===== src/rtl/load_ext_stage.sv =====
// Registered load-data extender for the MEM->WB boundary: picks the byte/half/word lane,
// sign- or zero-extends it, and buffers up to two results behind a valid/ready handshake.
module load_ext_stage #(
  parameter int DATA_WIDTH = 32,
  parameter int OFF_BITS   = 2
) (
  input  logic                  clk,
  input  logic                  rst,
  input  logic                  flush,
  input  logic                  in_valid,
  output logic                  in_ready,
  input  logic [DATA_WIDTH-1:0] in_data,
  input  logic [OFF_BITS-1:0]   in_off,
  input  logic [1:0]            in_size,
  input  logic                  in_signed,
  output logic                  out_valid,
  input  logic                  out_ready,
  output logic [DATA_WIDTH-1:0] out_data,
  output logic                  out_err
);

  typedef enum logic [1:0] {EMPTY = 2'd0, ONE = 2'd1, TWO = 2'd2} state_t;

  // Returns {err, extended value}; errored accesses yield a zero value.
  function automatic logic [DATA_WIDTH:0] extend_lane(
    input logic [DATA_WIDTH-1:0] data,
    input logic [OFF_BITS-1:0]   off,
    input logic [1:0]            size,
    input logic                  sgn
  );
    logic [7:0]            lane8;
    logic [15:0]           lane16;
    logic [DATA_WIDTH-1:0] res;
    logic                  err;
    lane8  = data[{off, 3'b000} +: 8];
    lane16 = data[{off, 3'b000} +: 16];
    res    = '0;
    err    = 1'b0;
    case (size)
      2'd0: res = {{(DATA_WIDTH-8){sgn & lane8[7]}}, lane8};
      2'd1: begin
        if (off[0]) err = 1'b1;
        else        res = {{(DATA_WIDTH-16){sgn & lane16[15]}}, lane16};
      end
      2'd2: begin
        if (off != '0) err = 1'b1;
        else           res = data;
      end
      default: err = 1'b1;
    endcase
    return {err, res};
  endfunction

  state_t                state_q, state_d;
  logic                  in_ready_q, in_ready_d;
  logic [DATA_WIDTH-1:0] m_data_q, m_data_d, s_data_q, s_data_d;
  logic                  m_err_q, m_err_d, s_err_q, s_err_d;
  logic [DATA_WIDTH:0]   res;
  logic                  in_take, out_take;

  assign res      = extend_lane(in_data, in_off, in_size, in_signed);
  // A flush squashes both handshakes so the held result registers stay untouched.
  assign in_take  = in_valid & in_ready_q & ~flush;
  assign out_take = out_valid & out_ready & ~flush;

  always_comb begin
    state_d  = state_q;
    m_data_d = m_data_q;
    m_err_d  = m_err_q;
    s_data_d = s_data_q;
    s_err_d  = s_err_q;
    case (state_q)
      EMPTY: begin
        if (in_take) begin
          {m_err_d, m_data_d} = res;
          state_d = ONE;
        end
      end
      ONE: begin
        if (in_take && out_take) begin
          {m_err_d, m_data_d} = res;
        end else if (in_take) begin
          {s_err_d, s_data_d} = res;
          state_d = TWO;
        end else if (out_take) begin
          state_d = EMPTY;
        end
      end
      TWO: begin
        if (out_take) begin
          m_data_d = s_data_q;
          m_err_d  = s_err_q;
          state_d  = ONE;
        end
      end
      default: state_d = EMPTY;
    endcase
    if (flush) state_d = EMPTY;
    in_ready_d = (state_d != TWO);
  end

  always_ff @(posedge clk or posedge rst) begin
    if (rst) begin
      state_q    <= EMPTY;
      in_ready_q <= 1'b1;
      m_data_q   <= '0;
      m_err_q    <= 1'b0;
    end else begin
      state_q    <= state_d;
      in_ready_q <= in_ready_d;
      m_data_q   <= m_data_d;
      m_err_q    <= m_err_d;
    end
  end

  // Skid register only carries data that is qualified by the state, so it needs no reset.
  always_ff @(posedge clk) begin
    s_data_q <= s_data_d;
    s_err_q  <= s_err_d;
  end

  assign in_ready  = in_ready_q;
  assign out_valid = (state_q != EMPTY);
  assign out_data  = m_data_q;
  assign out_err   = m_err_q;

endmodule


===== config.mk =====
export PLATFORM = sky130hd
export DESIGN_NAME = load_ext_stage
export DESIGN_NICKNAME = d
export VERILOG_FILES = /design/src/rtl/load_ext_stage.sv
export SDC_FILE = /design/constraint.sdc
export NUM_CORES = 1
export LEC_CHECK = 0
export ABC_CLOCK_PERIOD_IN_PS = 5000
export CAP_MARGIN = 15
export CORE_MARGIN = 4
export CORE_UTILIZATION = 50
export DETAILED_ROUTE_END_ITERATION = 16
export PLACE_DENSITY = 0.83
export SYNTH_ARGS = -nofsm -noshare
export SYNTH_HDL_FRONTEND = slang
export SYNTH_SLANG_ARGS = --single-unit

===== constraint.sdc =====
create_clock -name clk -period 5 [get_ports clk]
set_input_delay 1.5 -clock clk [delete_from_list [all_inputs] [get_ports clk]]
set_output_delay 1.5 -clock clk [all_outputs]
set_load 0.05 [all_outputs]

Word-level counts from Yosys, hierarchy flattened
Index checks and enable logic that the tools add are counted.

cells by class
  equal/unequal tests = 8
  shift-type cells = 2
  muxes and demuxes = 21
  bitwise gates (word level) = 8
  reduce and logical (&&, ||, !) cells = 8

operator list
  kind                number
  $pmux 32 s3         2
  $mux 32             5
  $shiftx 32x6->16    1
  $shiftx 32x6->8     1
  $mux 2              6
  $ne 2x2->1 const B  4
  $and 1x1->1         6
  $pmux 1 s3          2
  $pmux 2 s3          1
  $mux 1              5
  $eq 2x1->1 const B  2
  $eq 2x2->1 const B  2
  $logic_not 2->1     2
  $reduce_and 4->1    1
  $reduce_bool 2->1   2
  $reduce_and 3->1    1
  $reduce_bool 3->1   1
  $not 1->1           2
  $logic_and 1x1->1   1

storage, ports and cells
  register bits after elaboration = 69
  bits of input ports = 42
  output and inout port bits = 35
  logic and storage cells = 53

Depth between registers and ports, before layout
Gate-level depths: netlist of run 1.

  depth in word-level cells = 9
  depth in mapped cells = 9
  depth with buffers taken out = 5

Worst setup path before layout of run 1
OpenSTA, ideal clock, no wires.

  kind = input to register
  start = in out_ready
  end = reg s_data_q[0] (enable)
  library setup time = 518 ps
  arrival time = 5,151 ps
  required time = 4,482 ps
  slack = -668 ps
  cell stages on the path = 2
  path buffers = 0
  cells stage by stage = nor2b_1 > nor4b_1

between the ends
  word-level cells in the longest chain between the ends = 5

ends and longest elaborated chain
  item                        RTL line  source
  start, declared             17        input logic out_ready,
  $and 1x1->1 (2 in a row)    64        assign out_take = out_valid & out_ready & ~flush;
  $logic_and 1x1->1           80        if (in_take && out_take) begin
  $not 1->1 (no line)         -
  $reduce_and 3->1 (no line)  -
  end signal, assigned        118       s_data_q <= s_data_d;
  end, declared               56        logic [DATA_WIDTH-1:0] m_data_q, m_data_d, s_data_q, s_data_d;

Every way passes these cells.
A chain may end at the register's enable or synchronous reset.

Worst setup path in the final report of run 1
  start = in in_off[1]
  end = reg m_data_q[27], in the netlist out_data[27]

between the ends
  word-level cells in the longest chain between the ends = 6
  elaborated cells on any way between the ends = 11
  classes of those cells = shift (2); mux (6); bitwise (2); reduce/logical (1)

ends and longest elaborated chain
  item                               RTL line  source
  start, declared                    13        input logic [OFF_BITS-1:0] in_off,
  $shiftx 32x6->16                   36        lane16 = data[{off, 3'b000} +: 16];
  $and 1x1->1                        43        else res = {{(DATA_WIDTH-16){sgn & lane16[15]}}, lane16};
  $mux 32                            42        if (off[0]) err = 1'b1;
  $pmux 32 s3 *                      39        case (size)
  $mux 32, on equally long branches  80, 74
  $pmux 32 s3 *                      72        case (state_q)
  end signal, assigned               111       m_data_q <= m_data_d;
  end, declared                      56

Mark *: on every way between the ends. The rest lies on a longest branch, timed or not. The select of a mux whose other input is x is not followed.

==> results of run 1 <==
## critical path, cell delays in order
cell             delay (ps)
clkdlybuf4s50_1         840
mux2_1                  380
nand3_1                  90
a21bo_1                 120
buf_4                   220
and3_4                  380
a211oi_1                120
## state kept, by name, summed over array words and instances, names as in the netlist
name      flops
in_ready      1
out_data     32
out_err       1
s_data_q     32
state_q       2
s_err_q       1
## cells by family (layout without fill, tap and decap cells)
kind of cell	Yosys count	count (layout)	share of synthesized area, %
AND/OR/NAND/NOR	145	145	20.2
buffers and inverters	26	104	3.99
AO/OA/AOI/OAI	77	77	17.2
multiplexers	11	11	3.99
flip-flops	69	69	54.4
XOR/XNOR	1	1	0.252
## power breakdown
| part | switching, mW | internal, mW |
|---|---|---|
| combinational | 0.306 | 0.179 |
| sequential | 0.0323 | 0.650 |
| clock | 0.203 | 0.193 |
## cell type report
type	count	share of cell area (%)
Sequential cell	69	42.5
Multi-Input combinational cell	234	32.9
Timing Repair Buffer	84	18.4
Clock buffer	14	3.43
Tap cell	80	2.25
Inverter	4	0.337
Clock inverter	2	0.225
## metal layers
metal | GRT usage, % | part of all wire, % | up-vias
met5 | 0 | 0 | -
met4 | 7.91 | 2.0 | 0
met3 | 6.63 | 7.7 | 18
met2 | 35.1 | 48 | 150
met1 | 28.7 | 42 | 1422
li1 | - | - | 1351
## cells in the mapped netlist (3+ instances only)
cell,n
a211o_1,6
a21oi_1,3
inv_1,4
buf_2,6
and2_1,5
mux2_1,3
mux2i_1,6
and3_1,12
a211oi_1,6
o21ai_0,22
nor2b_1,5
a22oi_1,10
nor2_1,37
nor3_1,19
a211oi_2,10
a221o_1,5
nand3_1,3
nand2b_1,4
clkbuf_1,12
edfxtp_1,33
buf_6,3
nand2_1,45
o21a_1,5
dfrtp_1,35
## worst min-delay path by stage
stage,cells past startpoint,start,slack (ps),end
finish,2,out_data[2],480,out_data[2]
global route,2,out_data[4],510,out_data[4]
floorplan,2,s_err_q,500,out_err
CTS,2,out_data[2],490,out_data[2]
detailed placement,2,out_data[2],470,out_data[2]
global placement,2,out_data[2],460,out_data[2]
## through the flow
stage	hold WS (ps)	utilization (%)	std cells
global placement	460	63.4	470
finish	477	65.9	487
detailed placement	471	63.4	470
CTS	486	65.8	486
global route	514	65.9	487
floorplan	503	-	329
==> flow_summary.html, run 1 <==
<table>
<tr><th>Metric</th><th>Value</th></tr>
<tr><th colspan="2">GRT</th></tr>
<tr><td>Via count of the first global-routing pass</td><td>2913</td></tr>
<tr><td>Total gr overflow</td><td>0</td></tr>
<tr><td>Total global routing track utilization</td><td>~22%</td></tr>
<tr><td>Pin count of the biggest net entering global routing</td><td>37</td></tr>
<tr><td>Number of antenna violations at the first check in global routing</td><td>0</td></tr>
<tr><td>First-pass GRT wire length</td><td>14500 um</td></tr>
<tr><th colspan="2">Logic synthesis</th></tr>
<tr><td>Post-Syn Nets</td><td>371</td></tr>
<tr><td>Library cell occupying the most area in the post-synthesis netlist</td><td>edfxtp_1</td></tr>
<tr><td>Post-synthesis instance area</td><td>3480 um^2</td></tr>
<tr><td>Synthesized flop and latch total</td><td>69</td></tr>
<tr><td>Synthesis warning total</td><td>0</td></tr>
<tr><td>Post-synthesis sequential area ratio</td><td>around 54%</td></tr>
<tr><td>Mean instance size in the synthesized netlist</td><td>10.6 um^2</td></tr>
<tr><td>Count of flip-flops with a built-in enable after synthesis</td><td>33</td></tr>
<tr><td>Synthesized instance count</td><td>329</td></tr>
<tr><td>Predominant post-synthesis flop cell</td><td>dfrtp_1</td></tr>
<tr><td>Number of distinct library cell variants in the gate-level netlist after synthesis</td><td>46</td></tr>
<tr><td>Top cell type's share of synthesized area</td><td>around 28%</td></tr>
<tr><td>Async SR Flop Fraction</td><td>52.2%</td></tr>
<tr><td>Ranking of synthesized cells by area</td><td>edfxtp_1, dfrtp_1, nand2_1</td></tr>
<tr><th colspan="2">Route</th></tr>
<tr><td>DR vias</td><td>2941</td></tr>
<tr><td>Routed WL per cell</td><td>18.3 um</td></tr>
<tr><td>First-pass DRT Iterations</td><td>5</td></tr>
<tr><td>Detailed-route DRC error count</td><td>0</td></tr>
<tr><td>Detailed-route wire length</td><td>8920 um</td></tr>
<tr><td>DR vias/cell</td><td>6.04</td></tr>
<tr><td>Remaining antenna violation count</td><td>0</td></tr>
<tr><td>Number of DRC violations after detailed-routing iteration 0</td><td>234</td></tr>
<tr><th colspan="2">STA</th></tr>
<tr><td>Final setup skew</td><td>12.4 ps</td></tr>
<tr><td>Period Utilization, post-route</td><td>69.1%</td></tr>
<tr><td>Min cycle time layout</td><td>3450 ps</td></tr>
<tr><td>RSZ-0062 raised after global routing</td><td>no</td></tr>
<tr><td>Final setup violating endpoints</td><td>0</td></tr>
<tr><td>Final sum of negative setup slack</td><td>0 ps</td></tr>
<tr><td>Final Hold Vio Count</td><td>0</td></tr>
<tr><td>Pin slew with the least headroom to its limit</td><td>between 900 and 1000 ps</td></tr>
<tr><td>Maximum clock frequency</td><td>about 290 MHz</td></tr>
<tr><td>Relative slew slack</td><td>33.2%</td></tr>
<tr><td>Number of pins exceeding their max-slew limit in the final report</td><td>0</td></tr>
<tr><td>Slack of the critical path</td><td>1550 ps</td></tr>
<tr><th colspan="2">Final layout</th></tr>
<tr><td>Fraction of final layout cells with drive strength greater than 1</td><td>10.3%</td></tr>
<tr><td>Top library cells by usage in the layout, fill and taps aside</td><td>clkdlybuf4s50_1, nand2_1, nor2_1</td></tr>
<tr><td>Area of combinational cells with multiple inputs</td><td>1460 um^2</td></tr>
<tr><td>Net total in the final layout</td><td>444</td></tr>
<tr><td>Area used by sequential logic in the layout</td><td>1890 um^2</td></tr>
<tr><td>Layout overhead on the synthesized area</td><td>28.1%</td></tr>
<tr><td>Cell area after layout</td><td>4460 um^2</td></tr>
<tr><td>Most common library cell in the layout ignoring fill and taps</td><td>clkdlybuf4s50_1</td></tr>
<tr><td># diodes</td><td>0</td></tr>
<tr><td>Count of fill cells added during filler insertion</td><td>510</td></tr>
<tr><th colspan="2">Clock tree</th></tr>
<tr><td>Clock tree root buffer cell</td><td>clkbuf_8</td></tr>
<tr><td>Clk pin slew, worst setup/hold paths</td><td>70 ps</td></tr>
<tr><td>Resized cells post-CTS</td><td>0</td></tr>
<tr><td>Setup bufs post-CTS</td><td>0</td></tr>
<tr><td>Clock sink count</td><td>69</td></tr>
<tr><td>Total number of H-tree levels</td><td>3</td></tr>
<tr><td>Worst-skew pair later-pin latency</td><td>between 300 and 400 ps</td></tr>
<tr><td>Inserted Clock Buffers</td><td>9</td></tr>
<tr><td>Clock tree from TritonCTS</td><td>yes</td></tr>
<tr><td>Maximum root-to-sink buffer count</td><td>2</td></tr>
<tr><td>Hold bufs inserted after CTS</td><td>0</td></tr>
<tr><th colspan="2">Placed design</th></tr>
<tr><td>Half-perimeter wire length after placement</td><td>6230 um</td></tr>
<tr><td>Area after DPL</td><td>4290 um^2</td></tr>
<tr><td>Count of buffers inserted at the top-level ports</td><td>76</td></tr>
<tr><td>Worst slack, placed</td><td>1210 ps</td></tr>
<tr><td>RePlAce Congestion</td><td>0.866</td></tr>
<tr><th colspan="2">Critical path</th></tr>
<tr><td>Biggest fanout along the worst timing path</td><td>18</td></tr>
<tr><td>Kind of capture point of the worst setup path</td><td>flip-flop</td></tr>
<tr><td>R2r setup slk</td><td>2770 ps</td></tr>
<tr><td>Worst reg2reg path depth</td><td>6</td></tr>
<tr><td>Data arrival time at the worst-slack endpoint</td><td>3670 ps</td></tr>
<tr><td>Endpoint of the worst-slack reg-to-reg timing path</td><td>out_data[6]</td></tr>
<tr><td>Setup crit start</td><td>in_off[1]</td></tr>
<tr><td>Endpoint required time on the critical path</td><td>5220 ps</td></tr>
<tr><td>Setup crit start kind</td><td>input port</td></tr>
<tr><td>Type of the worst setup path</td><td>input port to flip-flop</td></tr>
<tr><td>Setup crit end</td><td>out_data[27]</td></tr>
<tr><td>Reg-to-reg critical path startpoint</td><td>in_ready</td></tr>
<tr><th colspan="2">Power and ir drop</th></tr>
<tr><td>Power per cell area</td><td>351 nW/um^2</td></tr>
<tr><td>Worst ir drop on vdd</td><td>0.228 mV</td></tr>
<tr><td>Sum of internal, switching and leakage power</td><td>1.56 mW</td></tr>
<tr><td>Cell leakage power</td><td>1.85 nW</td></tr>
<tr><th colspan="2">Floorplanning</th></tr>
<tr><td>Full die area</td><td>8350 um^2</td></tr>
<tr><td>Initial standard-cell utilization of the core</td><td>51.5%</td></tr>
<tr><td>Std-Cell Core Area</td><td>roughly 6800 um^2</td></tr>
<tr><td>Placement row count</td><td>30</td></tr>
<tr><td>Width of the die</td><td>just over 90 um</td></tr>
<tr><td>Top Ports</td><td>slightly below 80</td></tr>
<tr><td>Floorplan die height</td><td>91.4 um</td></tr>
<tr><th colspan="2">Flow run</th></tr>
<tr><td>Max-Cap Viols</td><td>0</td></tr>
<tr><th colspan="2">Status</th></tr>
<tr><td>Outcome</td><td>complete, no violations</td></tr>
<tr><th colspan="2">Min path</th></tr>
<tr><td>Worst Hold Class</td><td>flip-flop to flip-flop</td></tr>
</table>
Note: power is estimated with default switching activity, not from simulation.
==> run 2, diff against run 1 <==
Settings changed: ABC_CLOCK_PERIOD_IN_PS 5000 to 3200.
Clock period 5 ns to 3.2 ns, I/O delays scaled along.
==> run 2 against run 1 <==
Critical endpoint is now out_valid. First-iteration DRC count increased by 12%. Highest routed layer unchanged. Count of clock-buffer cells in the layout shrank 1. Largest power group unchanged. Clock skew decreased by 5.6 ps.
==> flow_summary.html, run 2 (synthesis gave the netlist of run 1 again) <==
<table>
<tr><th>Metric</th><th>Value</th></tr>
<tr><th colspan="2">Final layout</th></tr>
<tr><td>Count of fill cells added during filler insertion</td><td>535 (was 510)</td></tr>
<tr><td>Top library cells by usage in the layout, fill and taps aside</td><td>clkdlybuf4s50_1, nand2_1, nor2_1 (unchanged)</td></tr>
<tr><td>Core Util, Final</td><td>67.3% (was 65.9%)</td></tr>
<tr><td>Most common library cell in the layout ignoring fill and taps</td><td>clkdlybuf4s50_1 (unchanged)</td></tr>
<tr><td>Fraction of final layout cells with drive strength greater than 1</td><td>11.9% (was 10.3%)</td></tr>
<tr><td>Layout overhead on the synthesized area</td><td>30.8% (was 28.1%)</td></tr>
<tr><td>Net total in the final layout</td><td>448 (was 444)</td></tr>
<tr><td># diodes</td><td>0 (unchanged)</td></tr>
<tr><td>Final Instance Count excl. Fillers</td><td>491 (was 487)</td></tr>
<tr><td>Area of combinational cells with multiple inputs</td><td>1460 um^2 (unchanged)</td></tr>
<tr><td>Area used by sequential logic in the layout</td><td>1890 um^2 (unchanged)</td></tr>
<tr><th colspan="2">GRT</th></tr>
<tr><td>First-pass GRT wire length</td><td>14700 um (was 14500 um)</td></tr>
<tr><td>Number of antenna violations at the first check in global routing</td><td>0 (unchanged)</td></tr>
<tr><td>Via count of the first global-routing pass</td><td>2951 (was 2913)</td></tr>
<tr><td>Pin count of the biggest net entering global routing</td><td>37 (unchanged)</td></tr>
<tr><td>Total gr overflow</td><td>0 (unchanged)</td></tr>
<tr><td>Total global routing track utilization</td><td>22.7% (was 22.1%)</td></tr>
<tr><th colspan="2">Route</th></tr>
<tr><td>DR vias/cell</td><td>6.02 (was 6.04)</td></tr>
<tr><td>Number of DRC violations after detailed-routing iteration 0</td><td>261 (was 234)</td></tr>
<tr><td>Detailed-route wire length</td><td>9260 um (was 8920 um)</td></tr>
<tr><td>DR vias</td><td>2958 (was 2941)</td></tr>
<tr><td>Routed WL per cell</td><td>18.9 um (was 18.3 um)</td></tr>
<tr><td>First-pass DRT Iterations</td><td>5 (unchanged)</td></tr>
<tr><td>Remaining antenna violation count</td><td>0 (unchanged)</td></tr>
<tr><td>Detailed-route DRC error count</td><td>0 (unchanged)</td></tr>
<tr><th colspan="2">STA</th></tr>
<tr><td>Final Hold Vio Count</td><td>0 (unchanged)</td></tr>
<tr><td>Final sum of negative setup slack</td><td>0 ps (unchanged)</td></tr>
<tr><td>RSZ-0062 raised after global routing</td><td>no (unchanged)</td></tr>
<tr><td>Number of pins exceeding their max-slew limit in the final report</td><td>0 (unchanged)</td></tr>
<tr><td>Period Utilization, post-route</td><td>87.7%</td></tr>
<tr><td>Final setup violating endpoints</td><td>0 (unchanged)</td></tr>
<tr><td>Relative slew slack</td><td>51.6% (was 33.2%)</td></tr>
<tr><td>Min cycle time layout</td><td>2810 ps</td></tr>
<tr><td>Pin slew with the least headroom to its limit</td><td>724 ps (was 997 ps)</td></tr>
<tr><td>Maximum clock frequency</td><td>356 MHz</td></tr>
<tr><td>Final setup skew</td><td>6.83 ps (was 12.4 ps)</td></tr>
<tr><th colspan="2">Power and ir drop</th></tr>
<tr><td>Worst ir drop on vdd</td><td>0.370 mV (was 0.228 mV)</td></tr>
<tr><td>Cell leakage power</td><td>1.89 nW (was 1.85 nW)</td></tr>
<tr><td>Power per cell area</td><td>566 nW/um^2 (was 351 nW/um^2)</td></tr>
<tr><th colspan="2">Clock tree</th></tr>
<tr><td>Clock tree from TritonCTS</td><td>yes (unchanged)</td></tr>
<tr><td>Resized cells post-CTS</td><td>0 (unchanged)</td></tr>
<tr><td>Total number of H-tree levels</td><td>3 (unchanged)</td></tr>
<tr><td>Hold bufs inserted after CTS</td><td>0 (unchanged)</td></tr>
<tr><td>Clk pin slew, worst setup/hold paths</td><td>70 ps (about the same)</td></tr>
<tr><td>Clock tree root buffer cell</td><td>clkbuf_8 (unchanged)</td></tr>
<tr><td>Worst-skew pair later-pin latency</td><td>350 ps (about the same)</td></tr>
<tr><td>Setup bufs post-CTS</td><td>0 (unchanged)</td></tr>
<tr><td>Inserted Clock Buffers</td><td>9 (unchanged)</td></tr>
<tr><td>Clock sink count</td><td>69 (unchanged)</td></tr>
<tr><td>Maximum root-to-sink buffer count</td><td>2 (unchanged)</td></tr>
<tr><th colspan="2">Placed design</th></tr>
<tr><td>RePlAce Congestion</td><td>0.828 (was 0.866)</td></tr>
<tr><td>Half-perimeter wire length after placement</td><td>6580 um (was 6230 um)</td></tr>
<tr><td>Count of buffers inserted at the top-level ports</td><td>76 (unchanged)</td></tr>
<tr><td>Total placed cells including tap cells</td><td>475 (was 470)</td></tr>
<tr><th colspan="2">Critical path</th></tr>
<tr><td>Kind of capture point of the worst setup path</td><td>output port (was flip-flop)</td></tr>
<tr><td>Endpoint required time on the critical path</td><td>2240 ps (was 5220 ps)</td></tr>
<tr><td>Setup crit start kind</td><td>flip-flop (was input port)</td></tr>
<tr><td>Type of the worst setup path</td><td>flip-flop to output port (was input port to flip-flop)</td></tr>
<tr><td>Biggest fanout along the worst timing path</td><td>9 (was 18)</td></tr>
<tr><td>Data arrival time at the worst-slack endpoint</td><td>1850 ps (was 3670 ps)</td></tr>
<tr><th colspan="2">Floorplanning</th></tr>
<tr><td>Top Ports</td><td>77 (unchanged)</td></tr>
<tr><td>Full die area</td><td>8350 um^2 (unchanged)</td></tr>
<tr><td>Std-Cell Core Area</td><td>6760 um^2 (unchanged)</td></tr>
<tr><td>Floorplan die height</td><td>91.4 um (unchanged)</td></tr>
<tr><td>Placement row count</td><td>30 (unchanged)</td></tr>
<tr><td>Initial standard-cell utilization of the core</td><td>51.5% (unchanged)</td></tr>
<tr><td>Width of the die</td><td>91.4 um (unchanged)</td></tr>
<tr><th colspan="2">Status</th></tr>
<tr><td>Outcome</td><td>complete, no violations (unchanged)</td></tr>
<tr><th colspan="2">Flow run</th></tr>
<tr><td>Max-Cap Viols</td><td>0 (unchanged)</td></tr>
<tr><th colspan="2">Min path</th></tr>
<tr><td>Worst Hold Class</td><td>flip-flop to flip-flop (unchanged)</td></tr>
</table>
-- run 2: cell types whose count changed in the layout (fill, tap and decap cells not counted), sizes merged --
cell,previous run,this run
clkinvlp,0,1
buf,8,12
clkinv,2,1
clkbuf,14,13
bufinv,0,1
-- run 2: layer usage --
metal	track usage [%]	vias up	part of all wire, %
met5	0	-	0
met4	6.16	0	1.1
met3	6.96	8	7.9
met2	37.7	152	50
met1	28.7	1449	41
li1	-	1349	-
-- run 2: worst paths after layout --
kind	startpoint	to	slack, ps	cells after the start
worst min register to register	out_data[2]	out_data[2]	490	2
worst max register to register	in_ready	out_data[6]	1090	5
worst max-delay path	state_q[1]	out_valid	390	2
max in group asynchronous	rst	in_ready	1800	3
worst min-delay path	out_data[2]	out_data[2]	490	2
min in group asynchronous	rst	out_data[31]	1040	3
-- run 2: area by class of cell --
cell class	instances	share of cell area (%)
clock inverters	3	0.936
flip-flops and latches	69	41.6
clock buffers	13	3.71
multi-input cells	234	32.2
inverters	4	0.330
well taps	80	2.20
repair buffers	88	19.0
-- run 2: per-stage QoR --
step | hold slack (ps) | area, um^2 | power, mW | setup WS, ps
2_1_floorplan | 503 | 3490 | 1.56 | 508
3_3_place_gp | 464 | 4340 | 1.84 | 231
3_5_place_dp | 475 | 4340 | 1.85 | 189
4_1_cts | 491 | 4550 | 2.59 | 373
5_1_grt | 498 | 4550 | 2.68 | 331
6_report | 488 | 4550 | 2.57 | 394
-- run 2: critical path, cell delays in order (launching register included) --
cell	delay, ps
dfrtp_1	480
or2_2	320
clkdlybuf4s50_1	700
-- run 2: where the power goes --
group / total [mW] / internal (mW) / switching [mW]
registers: 1.07 / 1.02 / 0.0499
logic: 0.769 / 0.284 / 0.485
clock network: 0.738 / 0.423 / 0.315
